File: config.mk
export PLATFORM = sky130hd
export DESIGN_NAME = bsg_link_isdr_rx
export DESIGN_NICKNAME = d
export VERILOG_FILES = /design/src/rtl/bsg_link_isdr_rx_pkg.sv /design/src/rtl/bsg_link_isdr_rx_token.sv /design/src/rtl/bsg_link_isdr_rx.sv
export SDC_FILE = /design/constraint.sdc
export NUM_CORES = 1
export LEC_CHECK = 0
export BUFFER_PORTS_ARGS = -buffer_cell sky130_fd_sc_hd__buf_2
export CORE_ASPECT_RATIO = 0.6
export CORE_MARGIN = 10
export CORE_UTILIZATION = 30
export DETAILED_ROUTE_END_ITERATION = 8
export GPL_ROUTABILITY_DRIVEN = 1
export PLACE_DENSITY = 0.42
export SYNTH_ARGS = -nofsm -noshare
export SYNTH_HDL_FRONTEND = slang
export SYNTH_SLANG_ARGS = --single-unit
File: constraint.sdc
create_clock -name clk_i -period 2.69 [get_ports clk_i]
set_input_delay 0.269 -clock clk_i [delete_from_list [all_inputs] [get_ports clk_i]]
set_output_delay 0.269 -clock clk_i [all_outputs]
set_load 0.02 [all_outputs]
File: src/rtl/bsg_link_isdr_rx_pkg.sv
// rtl/bsg_link_isdr_rx_pkg.sv - shared types and helpers for the SDR link receiver
//
// Contents:
//   state_e     training-lock FSM state {e_train, e_locked}
//   train_word  checkerboard training pattern of a given width, MSB = 1
//               (supports link widths up to train_word_max_width_lp bits)
package bsg_link_isdr_rx_pkg;

    typedef enum logic {
        e_train  = 1'b0,
        e_locked = 1'b1
    } state_e;

    localparam int train_word_max_width_lp = 64;

    // Bit i is 1 when it sits an even distance below the MSB, giving ...1010
    // with the top bit set regardless of whether width is odd or even.
    function automatic logic [train_word_max_width_lp-1:0] train_word(input int width);
        logic [train_word_max_width_lp-1:0] w;
        w = '0;
        for (int i = 0; i < train_word_max_width_lp; i++) begin
            if (i < width) begin
                w[i] = (((width - 1 - i) % 2) == 0);
            end
        end
        return w;
    endfunction

endpackage

File: src/rtl/bsg_link_isdr_rx_token.sv
// rtl/bsg_link_isdr_rx_token.sv - credit counter and toggling token line
//
// Ports:
//   clk_i    in   forwarded link clock
//   reset_i  in   synchronous active-high reset
//   yumi_i   in   one legal dequeue this cycle (already qualified by the caller)
//   token_o  out  toggles once every credit_decimation_p dequeues
module bsg_link_isdr_rx_token
    import bsg_link_isdr_rx_pkg::*;
#(
    parameter int credit_decimation_p = 4
) (
    input  logic clk_i,
    input  logic reset_i,
    input  logic yumi_i,
    output logic token_o
);

    localparam int cc_w_lp = (credit_decimation_p > 1) ? $clog2(credit_decimation_p) : 1;
    localparam logic [cc_w_lp-1:0] cc_last_lp = cc_w_lp'(credit_decimation_p - 1);
    localparam logic [cc_w_lp-1:0] cc_one_lp  = cc_w_lp'(1);

    logic [cc_w_lp-1:0] cc_r;
    logic               token_r;

    // The toggle happens on the same edge that wraps the counter back to 0.
    always_ff @(posedge clk_i) begin
        if (reset_i) begin
            cc_r    <= '0;
            token_r <= 1'b0;
        end else if (yumi_i) begin
            if (cc_r == cc_last_lp) begin
                cc_r    <= '0;
                token_r <= ~token_r;
            end else begin
                cc_r    <= cc_r + cc_one_lp;
            end
        end
    end

    assign token_o = token_r;

endmodule

File: src/rtl/bsg_link_isdr_rx.sv
// rtl/bsg_link_isdr_rx.sv - SDR link receiver: capture, training lock, buffer, credits
//
// Ports:
//   clk_i      in   forwarded link clock (posedge only)
//   reset_i    in   synchronous active-high reset
//   io_v_i     in   link valid from the remote data flop
//   io_data_i  in   link data from the remote data flops
//   v_o        out  buffer head valid
//   data_o     out  buffer head data
//   yumi_i     in   core dequeues the head (ignored while v_o=0)
//   token_o    out  credit token, toggles every credit_decimation_p dequeues
//   locked_o   out  training complete, data is being accepted
//   error_o    out  sticky protocol error (valid word while training, or overflow)
module bsg_link_isdr_rx
    import bsg_link_isdr_rx_pkg::*;
#(
    parameter int width_p             = 8,
    parameter int els_p               = 16,
    parameter int credit_decimation_p = 4,
    parameter int lock_cycles_p       = 8
) (
    input  logic               clk_i,
    input  logic               reset_i,
    input  logic               io_v_i,
    input  logic [width_p-1:0] io_data_i,
    output logic               v_o,
    output logic [width_p-1:0] data_o,
    input  logic               yumi_i,
    output logic               token_o,
    output logic               locked_o,
    output logic               error_o
);

    localparam int ptr_w_lp = $clog2(els_p);
    localparam int tc_w_lp  = (lock_cycles_p > 1) ? $clog2(lock_cycles_p) : 1;

    localparam logic [train_word_max_width_lp-1:0] train_full_lp = train_word(width_p);
    localparam logic [width_p-1:0]  train_lp   = train_full_lp[width_p-1:0];
    localparam logic [tc_w_lp-1:0]  tc_last_lp = tc_w_lp'(lock_cycles_p - 1);
    localparam logic [tc_w_lp-1:0]  tc_one_lp  = tc_w_lp'(1);
    localparam logic [ptr_w_lp:0]   ptr_one_lp = (ptr_w_lp + 1)'(1);

    // Stage C: every decision below looks only at these registered values.
    logic               c_v_r;
    logic [width_p-1:0] c_data_r;

    always_ff @(posedge clk_i) begin
        if (reset_i) begin
            c_v_r <= 1'b0;
        end else begin
            c_v_r <= io_v_i;
        end
        c_data_r <= io_data_i;
    end

    logic c_is_train;
    assign c_is_train = !c_v_r && (c_data_r == train_lp);

    // Buffer pointers carry one extra wrap bit so full and empty differ.
    logic [width_p-1:0] mem_r [els_p];
    logic [ptr_w_lp:0]  wptr_r;
    logic [ptr_w_lp:0]  rptr_r;
    logic               empty;
    logic               full;
    logic               wr_req;
    logic               wr_en;
    logic               deq;

    state_e             state_r;
    logic [tc_w_lp-1:0] tc_r;
    logic               error_r;

    assign empty  = (wptr_r == rptr_r);
    assign full   = (wptr_r[ptr_w_lp] != rptr_r[ptr_w_lp])
                 && (wptr_r[ptr_w_lp-1:0] == rptr_r[ptr_w_lp-1:0]);
    assign wr_req = (state_r == e_locked) && c_v_r;
    // Full is judged on pre-dequeue occupancy, so a same-cycle yumi cannot rescue a write.
    assign wr_en  = wr_req && !full;
    assign deq    = yumi_i && !empty;

    // Training-lock FSM with its train counter and the sticky error flag.
    always_ff @(posedge clk_i) begin
        if (reset_i) begin
            state_r <= e_train;
            tc_r    <= '0;
            error_r <= 1'b0;
        end else begin
            case (state_r)
                e_train: begin
                    if (c_v_r) begin
                        error_r <= 1'b1;
                    end else if (c_is_train) begin
                        if (tc_r == tc_last_lp) begin
                            state_r <= e_locked;
                            tc_r    <= '0;
                        end else begin
                            tc_r    <= tc_r + tc_one_lp;
                        end
                    end else begin
                        tc_r <= '0;
                    end
                end
                e_locked: begin
                    if (wr_req && full) begin
                        error_r <= 1'b1;
                    end
                end
                default: begin
                    state_r <= e_train;
                end
            endcase
        end
    end

    always_ff @(posedge clk_i) begin
        if (reset_i) begin
            wptr_r <= '0;
            rptr_r <= '0;
        end else begin
            if (wr_en) begin
                wptr_r <= wptr_r + ptr_one_lp;
            end
            if (deq) begin
                rptr_r <= rptr_r + ptr_one_lp;
            end
        end
    end

    // Storage needs no reset: entries are only visible once the pointers cover them.
    always_ff @(posedge clk_i) begin
        if (wr_en) begin
            mem_r[wptr_r[ptr_w_lp-1:0]] <= c_data_r;
        end
    end

    bsg_link_isdr_rx_token #(
        .credit_decimation_p(credit_decimation_p)
    ) token (
        .clk_i   (clk_i),
        .reset_i (reset_i),
        .yumi_i  (deq),
        .token_o (token_o)
    );

    assign v_o      = !empty;
    assign data_o   = mem_r[rptr_r[ptr_w_lp-1:0]];
    assign locked_o = (state_r == e_locked);
    assign error_o  = error_r;

endmodule

# Word-level counts from Yosys, hierarchy flattened
# Memory sizes are Yosys's and may differ from the RTL's. A register that Yosys moved wholly into a read port is not among the register bits.
# Index checks and enable logic that the tools add are counted.
[totals]
wordCells = 51
reg_bits = 27
ramBits = 128
memories = 1
in_bits = 12
output_inout_bits = 12
[classes]
mux = 14
bitwise_logic = 3
eq_ne = 8
n_reduce_logical = 12
n_addsub = 4
[memory_table]
columns = ["memory", "words", "width", "rd", "rd_ports_with_merged_regs", "wr", "line_no", "source"]
rows = [
  ["mem_r", 16, 8, 1, 1, 1, "bsg_link_isdr_rx.sv:60", "logic [width_p-1:0] mem_r [els_p];"],
]
[ops]
columns = ["operator", "count"]
rows = [
  ["$add 5x1->5 const B", 2],
  ["$eq 8x8->1 const B", 1],
  ["$mux 1", 8],
  ["$mux 4", 2],
  ["$logic_and 1x1->1", 6],
  ["$mux 3", 2],
  ["$reduce_and 2->1", 3],
  ["$eq 5x5->1", 1],
  ["$eq 4x4->1", 1],
  ["$add 3x1->3 const B", 1],
  ["$eq 3x3->1 const B", 1],
  ["$logic_not 1->1", 3],
  ["$not 1->1", 3],
  ["$add 2x1->2 const B", 1],
  ["$eq 2x2->1 const B", 1],
  ["$mux 2", 1],
  ["$ne 2x1->1 const B", 1],
  ["$ne 2x2->1 const B", 1],
  ["$pmux 1 s2", 1],
  ["$ne 1x1->1", 1],
]

# Logic depth before layout (Yosys ltp)
# Gate-level depths: netlist of the first run.
[logic_depth]
depth_word = 6
ltp_mapped = 6
ltp_nobuf = 6

# By module
# From an unflattened synthesis of the first run, not the netlist that was laid out.
[unflattened]
cells_unflattened = 334
hier_area_um2 = 6367.4
[modules_own_cells]
columns = ["module", "area_per_inst_um2", "cells_each", "n_inst"]
rows = [
  ["bsg_link_isdr_rx", 6234.7, 322, 1],
  ["bsg_link_isdr_rx_token", 132.6, 12, 1],
]

# Worst setup path after synthesis of the first run
# Ideal clock, no wire load.
[synth_path]
kind = "register -> output"
startpoint = "register with a tool-made name"
endpoint = "output data_o[0]"
t_required_ps = 2421
arrival_time_ps = 1632
setup_slack_ps = 789
stages_incl_launch_ff = 5
cell_sequence = "dfxtp_1 > buf_6 > buf_8 > mux4_1 > mux4_2"
[synth_lines]
columns = ["item", "line_no", "source"]
rows = [
  ["end, declared", "bsg_link_isdr_rx.sv:27", "output logic [width_p-1:0] data_o,"],
]

==> results of run 1 <==
[timing repair]
item | CTS | global route
cloned | 0 | 1
hold endpoints to repair | 8 | 0
pin swaps | 0 | 0
hold buffers | 8 | 0
gates resized for setup | 0 | 5
endpoints found under the setup margin | 3 | 5
[critical path, cell delays in order (launching register included)]
cell and delay (ps):
dfxtp_2 400, buf_12 200, mux4_1 650, mux4_2 480, buf_2 170
[layout make-up]
cell class	instances	area [sq um]	share of cell area
multi-input cells	156	1810	0.237
repair buffers	49	373	0.0486
flip-flops and latches	159	4470	0.582
inverters	6	22.5	0.00294
clock inverters	8	87.6	0.0114
clock buffers	24	558	0.0728
well taps	279	349	0.0455
[metrics by stage]
step           cell area [sq um]  total power (uW)
2_1_floorplan               6430              2760
3_3_place_gp                6940              2800
3_5_place_dp                6940              2800
4_1_cts                     7660              5350
5_1_grt                     7670              5470
6_report                    7670              5290
[sequential cells by signal, indices dropped and copies added (netlist names), 2 cells and up, named ones only]
register and flops:
rptr_r 5, wptr_r 5, token.cc_r 2, mem_r 128, tc_r 3, c_data_r 8
[worst paths after layout]
kind / startpoint / endpoint / slack, ps
worst max-delay path: register / data_o[7] / 90
worst min-delay path: io_v_i / c_v_r / 70
worst max register to register: wptr_r[2] / mem_r[3][4] / 400
worst min register to register: token.cc_r[1] / token.cc_r[1] / 480
[layer usage]
metal,wire length [um],global-route usage
met5,0,0
met1,7860,0.168
met4,135,0.0346
met3,982,0.0331
met2,5790,0.133
[power by group through the flow]
stage / Clock, uW / Combinational, uW / Sequential (uW)
6_report: 2540 / 63.5 / 2690
5_1_grt: 2710 / 70.9 / 2690
4_1_cts: 2600 / 64.2 / 2690
3_5_place_dp: 0 / 55.1 / 2740
3_3_place_gp: 0 / 53.9 / 2740
2_1_floorplan: 0 / 18.1 / 2740
[cells in the final DEF (no fill, tap or decap), types with 5 or more instances in the layout]
cell type,count
dfxtp_1,30
and3_1,15
mux4_2,21
buf_4,15
nand2_1,7
inv_1,6
a21oi_1,6
nor2_1,13
nor2b_1,9
ha_1,8
dlygate4sd3_1,8
clkinv_4,5
nand2b_1,6
mux2_1,6
xnor2_1,5
edfxtp_1,128
mux4_1,19
clkbuf_16,23
buf_2,23
o21ai_0,7
[cells by family after synthesis]
logic type	after synthesis	synth area share
and+or+nand+nor	67	0.0595
DFF	159	0.694
AOI/OAI and AO/OA	21	0.0239
buffers and inverters	22	0.0212
xor gates and xnor gates	6	0.00817
muxes	54	0.178
adders and majority gates	8	0.0156
==> flow_summary.yaml, run 1 <==
placement:
  gp_congestion: 0.697
  post-place-ws_ps: 414
  port_buffers: 23
  post-dp-hpwl_um: 9870
  dp.cells: 640
die:
  initial_core_util: 0.306
  fp.dieH_um: 133
  rows: 41
  io_pins: 24
  dieArea_sq_um: 27900
  core_sq_um: 21000
  dieWidth_um: 209
worst_hold_path:
  whs_path_depth: 2
  hold_class: "in -> reg"
sta:
  period_minus_slack_ps: 2600
  max_freq_ghz: 0.384
  rsz0062_at_grt: "no"
  setup_ws_ps: 88.7
  tightest_slew_ps: 729
  tns_ps: 0
  slew_violations: 0
  slew_headroom: 0.514
  timing.final.hold_violations: 0
  whs_ps: 66.0
  finalClockSkew_ps: 10.8
  period_share: 0.967
  finalSetupViolations: 0
routing:
  via_count: 3246
  via_per_inst: 4.77
  routed_wl_um: 14800
  wl_per_cell_um: 21.7
  firstDrtPassIters: 4
  drtIter0Drc: 209
  remaining_drc_errors: 0
  ant_nets: 0
pwr:
  pwr-share-seq: 0.508
  swShare: 0.196
  power_frac_clock: 0.480
  p_leak_uw: 0.00259
  pwr-share-comb: 0.012
  ir_worst_vdd_v: 0.000439
  p_switching_uw: 1040
  power.internal_uw: 4250
  p_per_area_nw_per_um2: 690
global_routing:
  globalRoute.totalOverflow: 0
  grt_usage: 0.107
  grt_pass1_wl_um: 21900
  grt_pass1_vias: 3220
  antenna_found_initial: 2
  grt_max_degree: 35
cells_and_area:
  insertedDiodeCount: 0
  nNetsFinal: 409
  instances_no_fill: 681
  fillers: 1959
  syn_to_final_growth_pct: 19.2
  drive_gt1_frac: 0.249
  post-route-util: 0.365
critical_path:
  ff2ff_path_depth: 4
  start_kind: "register"
  cp.required_ps: 2420
  crit_fanout: 16
  critPathArrivalTime_ps: 2330
  critPathCaptureType: "output port"
  criticalPathCategory: "reg -> out"
clock_tree:
  clockBufferDepth: 2
  h-tree-depth: 4
  cts_setup_buffers: 0
  cts_buffers: 17
  cts-root-buf: "clkbuf_16"
  clkSinkCount: 159
  clk_pin_slew_worst_paths_ps: 70
  insertion_delay_ps: 420
  cts_tree: "done"
yosys:
  syn_area_sq_um: 6430
  ys_dominant_reg_cell: "edfxtp_1"
  netlist_top_cells_count: "128 x edfxtp_1, 31 x dfxtp_1, 24 x mux4_1"
  yosysTopAreaCell: "edfxtp_1"
  ys_seq_area_frac: 0.694
  synthTopCellsByArea: "edfxtp_1 60%, mux4_1 9.8%, dfxtp_1 9.6%"
  synthCells: 337
  yosys_warnings: 0
  syn_nets: 357
  synth-seq-cells: 159
  synthArstFlopShare: 0
  synth_edf_count: 128
  synth_cell_types: 42
  synth_top_area_frac: 0.597
  avgSynthCellArea_sq_um: 19.1
  yosysMostFrequentCell: "edfxtp_1"
flow_run:
  maxCapViolCount: 0
outcome:
  outcome: "complete, no violations"
Note: power is estimated with default switching activity, not from simulation.
==> inputs of run 2 (changes only) <==
--- a/config.mk
+++ b/config.mk
@@ -8,10 +8,10 @@
 export BUFFER_PORTS_ARGS = -buffer_cell sky130_fd_sc_hd__buf_2
 export CORE_ASPECT_RATIO = 0.6
 export CORE_MARGIN = 10
-export CORE_UTILIZATION = 30
+export CORE_UTILIZATION = 53
 export DETAILED_ROUTE_END_ITERATION = 8
 export GPL_ROUTABILITY_DRIVEN = 1
-export PLACE_DENSITY = 0.42
+export PLACE_DENSITY = 0.67
 export SYNTH_ARGS = -nofsm -noshare
 export SYNTH_HDL_FRONTEND = slang
 export SYNTH_SLANG_ARGS = --single-unit
==> flow_summary.yaml, run 2 (synthesized netlist as in run 1, its figures left out) <==
clock_tree:
  h-tree-depth: 4
  clockBufferDepth: 2
  cts-root-buf: "clkbuf_16"
  cts_resized: 0
  clkSinkCount: 159
  clk_pin_slew_worst_paths_ps: 60
  cts_tree: "done"
  insertion_delay_ps: 420
  cts_buffers: 17
critical_path:
  critPathCaptureType: "output port"
  crit_chain: "buf_4 > mux4_1 > mux4_2 > buf_2"
  slowest_stage: "mux4_1"
  start_kind: "register"
  ff2ff_path_depth: 4
  reg2reg_slack_ps: 590
  critPathArrivalTime_ps: 2280
  r2r-start: "rptr_r[2]"
  slowest_delay_ps: 610
  cp.required_ps: 2420
  crit_fanout: 13
  r2r-end: "mem_r[0][2]"
  criticalPathCategory: "reg -> out"
pwr:
  p_per_area_nw_per_um2: 715
  pwr-share-comb: 0.011
  power.internal_uw: 4330
  p_leak_uw: 0.00255
  pwr-share-seq: 0.504
  p_switching_uw: 997
  power_frac_clock: 0.485
  ir_worst_vdd_v: 0.000500
  swShare: 0.187
sta:
  finalSetupViolations: 0
  max_freq_ghz: 0.392
  whs_ps: 68.8
  slew_violations: 0
  tightest_slew_ps: 669
  finalClockSkew_ps: 8.04
  period_minus_slack_ps: 2550
  period_share: 0.947
  setup_ws_ps: 141
  rsz0062_at_grt: "no"
  slew_headroom: 0.551
  tns_ps: 0
  timing.final.hold_violations: 0
die:
  dieArea_sq_um: 17100
  core_sq_um: 11900
  rows: 31
  fp.dieH_um: 105
  initial_core_util: 0.539
  dieWidth_um: 162
  io_pins: 24
worst_hold_path:
  hold_class: "in -> reg"
  whs_path_depth: 2
  hold_path_end: "c_v_r"
  hold_path_startpoint: "io_v_i"
cells_and_area:
  insertedDiodeCount: 0
  nNetsFinal: 400
  final_area_sq_um: 7460
  drive_gt1_frac: 0.219
  register_area_sq_um: 4470
  largest_reg_flops: 128
  instances_no_fill: 558
  multi_input_area_sq_um: 1830
  final_cell_mix: "128 x edfxtp_1, 30 x dfxtp_1, 24 x mux4_1, 23 x buf_2, 17 x clkbuf_16"
  final_common_cell: "edfxtp_1"
  fillers: 874
  syn_to_final_growth_pct: 15.9
routing:
  remaining_drc_errors: 0
  wl_per_cell_um: 22.2
  ant_nets: 0
  drtIter0Drc: 252
  routed_wl_um: 12400
  firstDrtPassIters: 4
  via_count: 3173
  via_per_inst: 5.69
global_routing:
  grt_usage: 0.153
  grt_pass1_wl_um: 19400
  grt_max_degree: 35
  globalRoute.totalOverflow: 0
  grt_pass1_vias: 3274
  antenna_found_initial: 0
placement:
  dp.cells: 518
  gp_congestion: 0.775
  post-dp-hpwl_um: 8140
  placed_cell_area_sq_um: 6740
  port_buffers: 23
  post-place-ws_ps: 583
flow_run:
  maxCapViolCount: 0
outcome:
  outcome: "complete, no violations"
==> run 2: cell count changes in the layout (fill, tap and decap cells not counted), sizes merged <==
cell / previous run / this run
buf: 40 / 32
bufinv: 1 / 5
clkbuf: 25 / 17
inv: 7 / 8
clkinv: 6 / 7
clkinvlp: 0 / 1
==> run 2: power by group through the flow <==
| stage | sequential, uW | clock (uW) | combinational, uW |
|---|---|---|---|
| finish | 2690 | 2580 | 59.0 |
| floorplan | 2740 | 0 | 18.1 |
| global placement | 2740 | 0 | 48.9 |
| CTS | 2690 | 2610 | 59.6 |
| detailed placement | 2740 | 0 | 50.9 |
| global route | 2690 | 2730 | 65.4 |
==> run 2: how the worst max path moves through the flow <==
| stage | cells after the start | slack, ps | end |
|---|---|---|---|
| 2_1_floorplan | 4 | 790 | data_o[0] |
| 3_3_place_gp | 4 | 590 | data_o[0] |
| 3_5_place_dp | 4 | 580 | data_o[0] |
| 4_1_cts | 4 | 120 | data_o[0] |
| 5_1_grt | 4 | 70 | data_o[0] |
| 6_report | 4 | 140 | data_o[0] |
==> run 2: cell type report <==
| type | count | area share |
|---|---|---|
| clock inverter | 15 | 0.0289 |
| tap | 165 | 0.0277 |
| inverter | 6 | 0.00302 |
| timing repair buffer | 40 | 0.0386 |
| sequential | 159 | 0.599 |
| multi-input combinational | 156 | 0.246 |
| clock buffer | 17 | 0.0571 |
==> run 2: critical path: cells and delay by family, from the launching register on <==
family | cells | cell delay, ps
muxes | 2 | 1090
DFF | 1 | 350
buffers and inverters | 2 | 420
==> run 2: layer usage <==
layer	vias to the layer above	routed length [um]	GRT usage	share of wire
met2	83	5360	0.204	0.43
met5	-	0	0	0
met1	1601	6210	0.233	0.50
li1	1478	-	-	-
met4	0	127	0.0582	0.010
met3	11	664	0.0396	0.054
==> run 2: repair_timing <==
action                                  4_1_cts  5_1_grt
hold endpoints to repair                      8        0
setup buffers                                 0        0
hold buffers                                  8        0
endpoints found under the setup margin        0        0
==> run 2: stage by stage <==
| step | total power [uW] | utilization |
|---|---|---|
| CTS | 5360 | 0.624 |
| detailed placement | 2790 | 0.564 |
| floorplan | 2760 | - |
| global placement | 2790 | 0.564 |
| finish | 5330 | 0.624 |
| global route | 5480 | 0.624 |
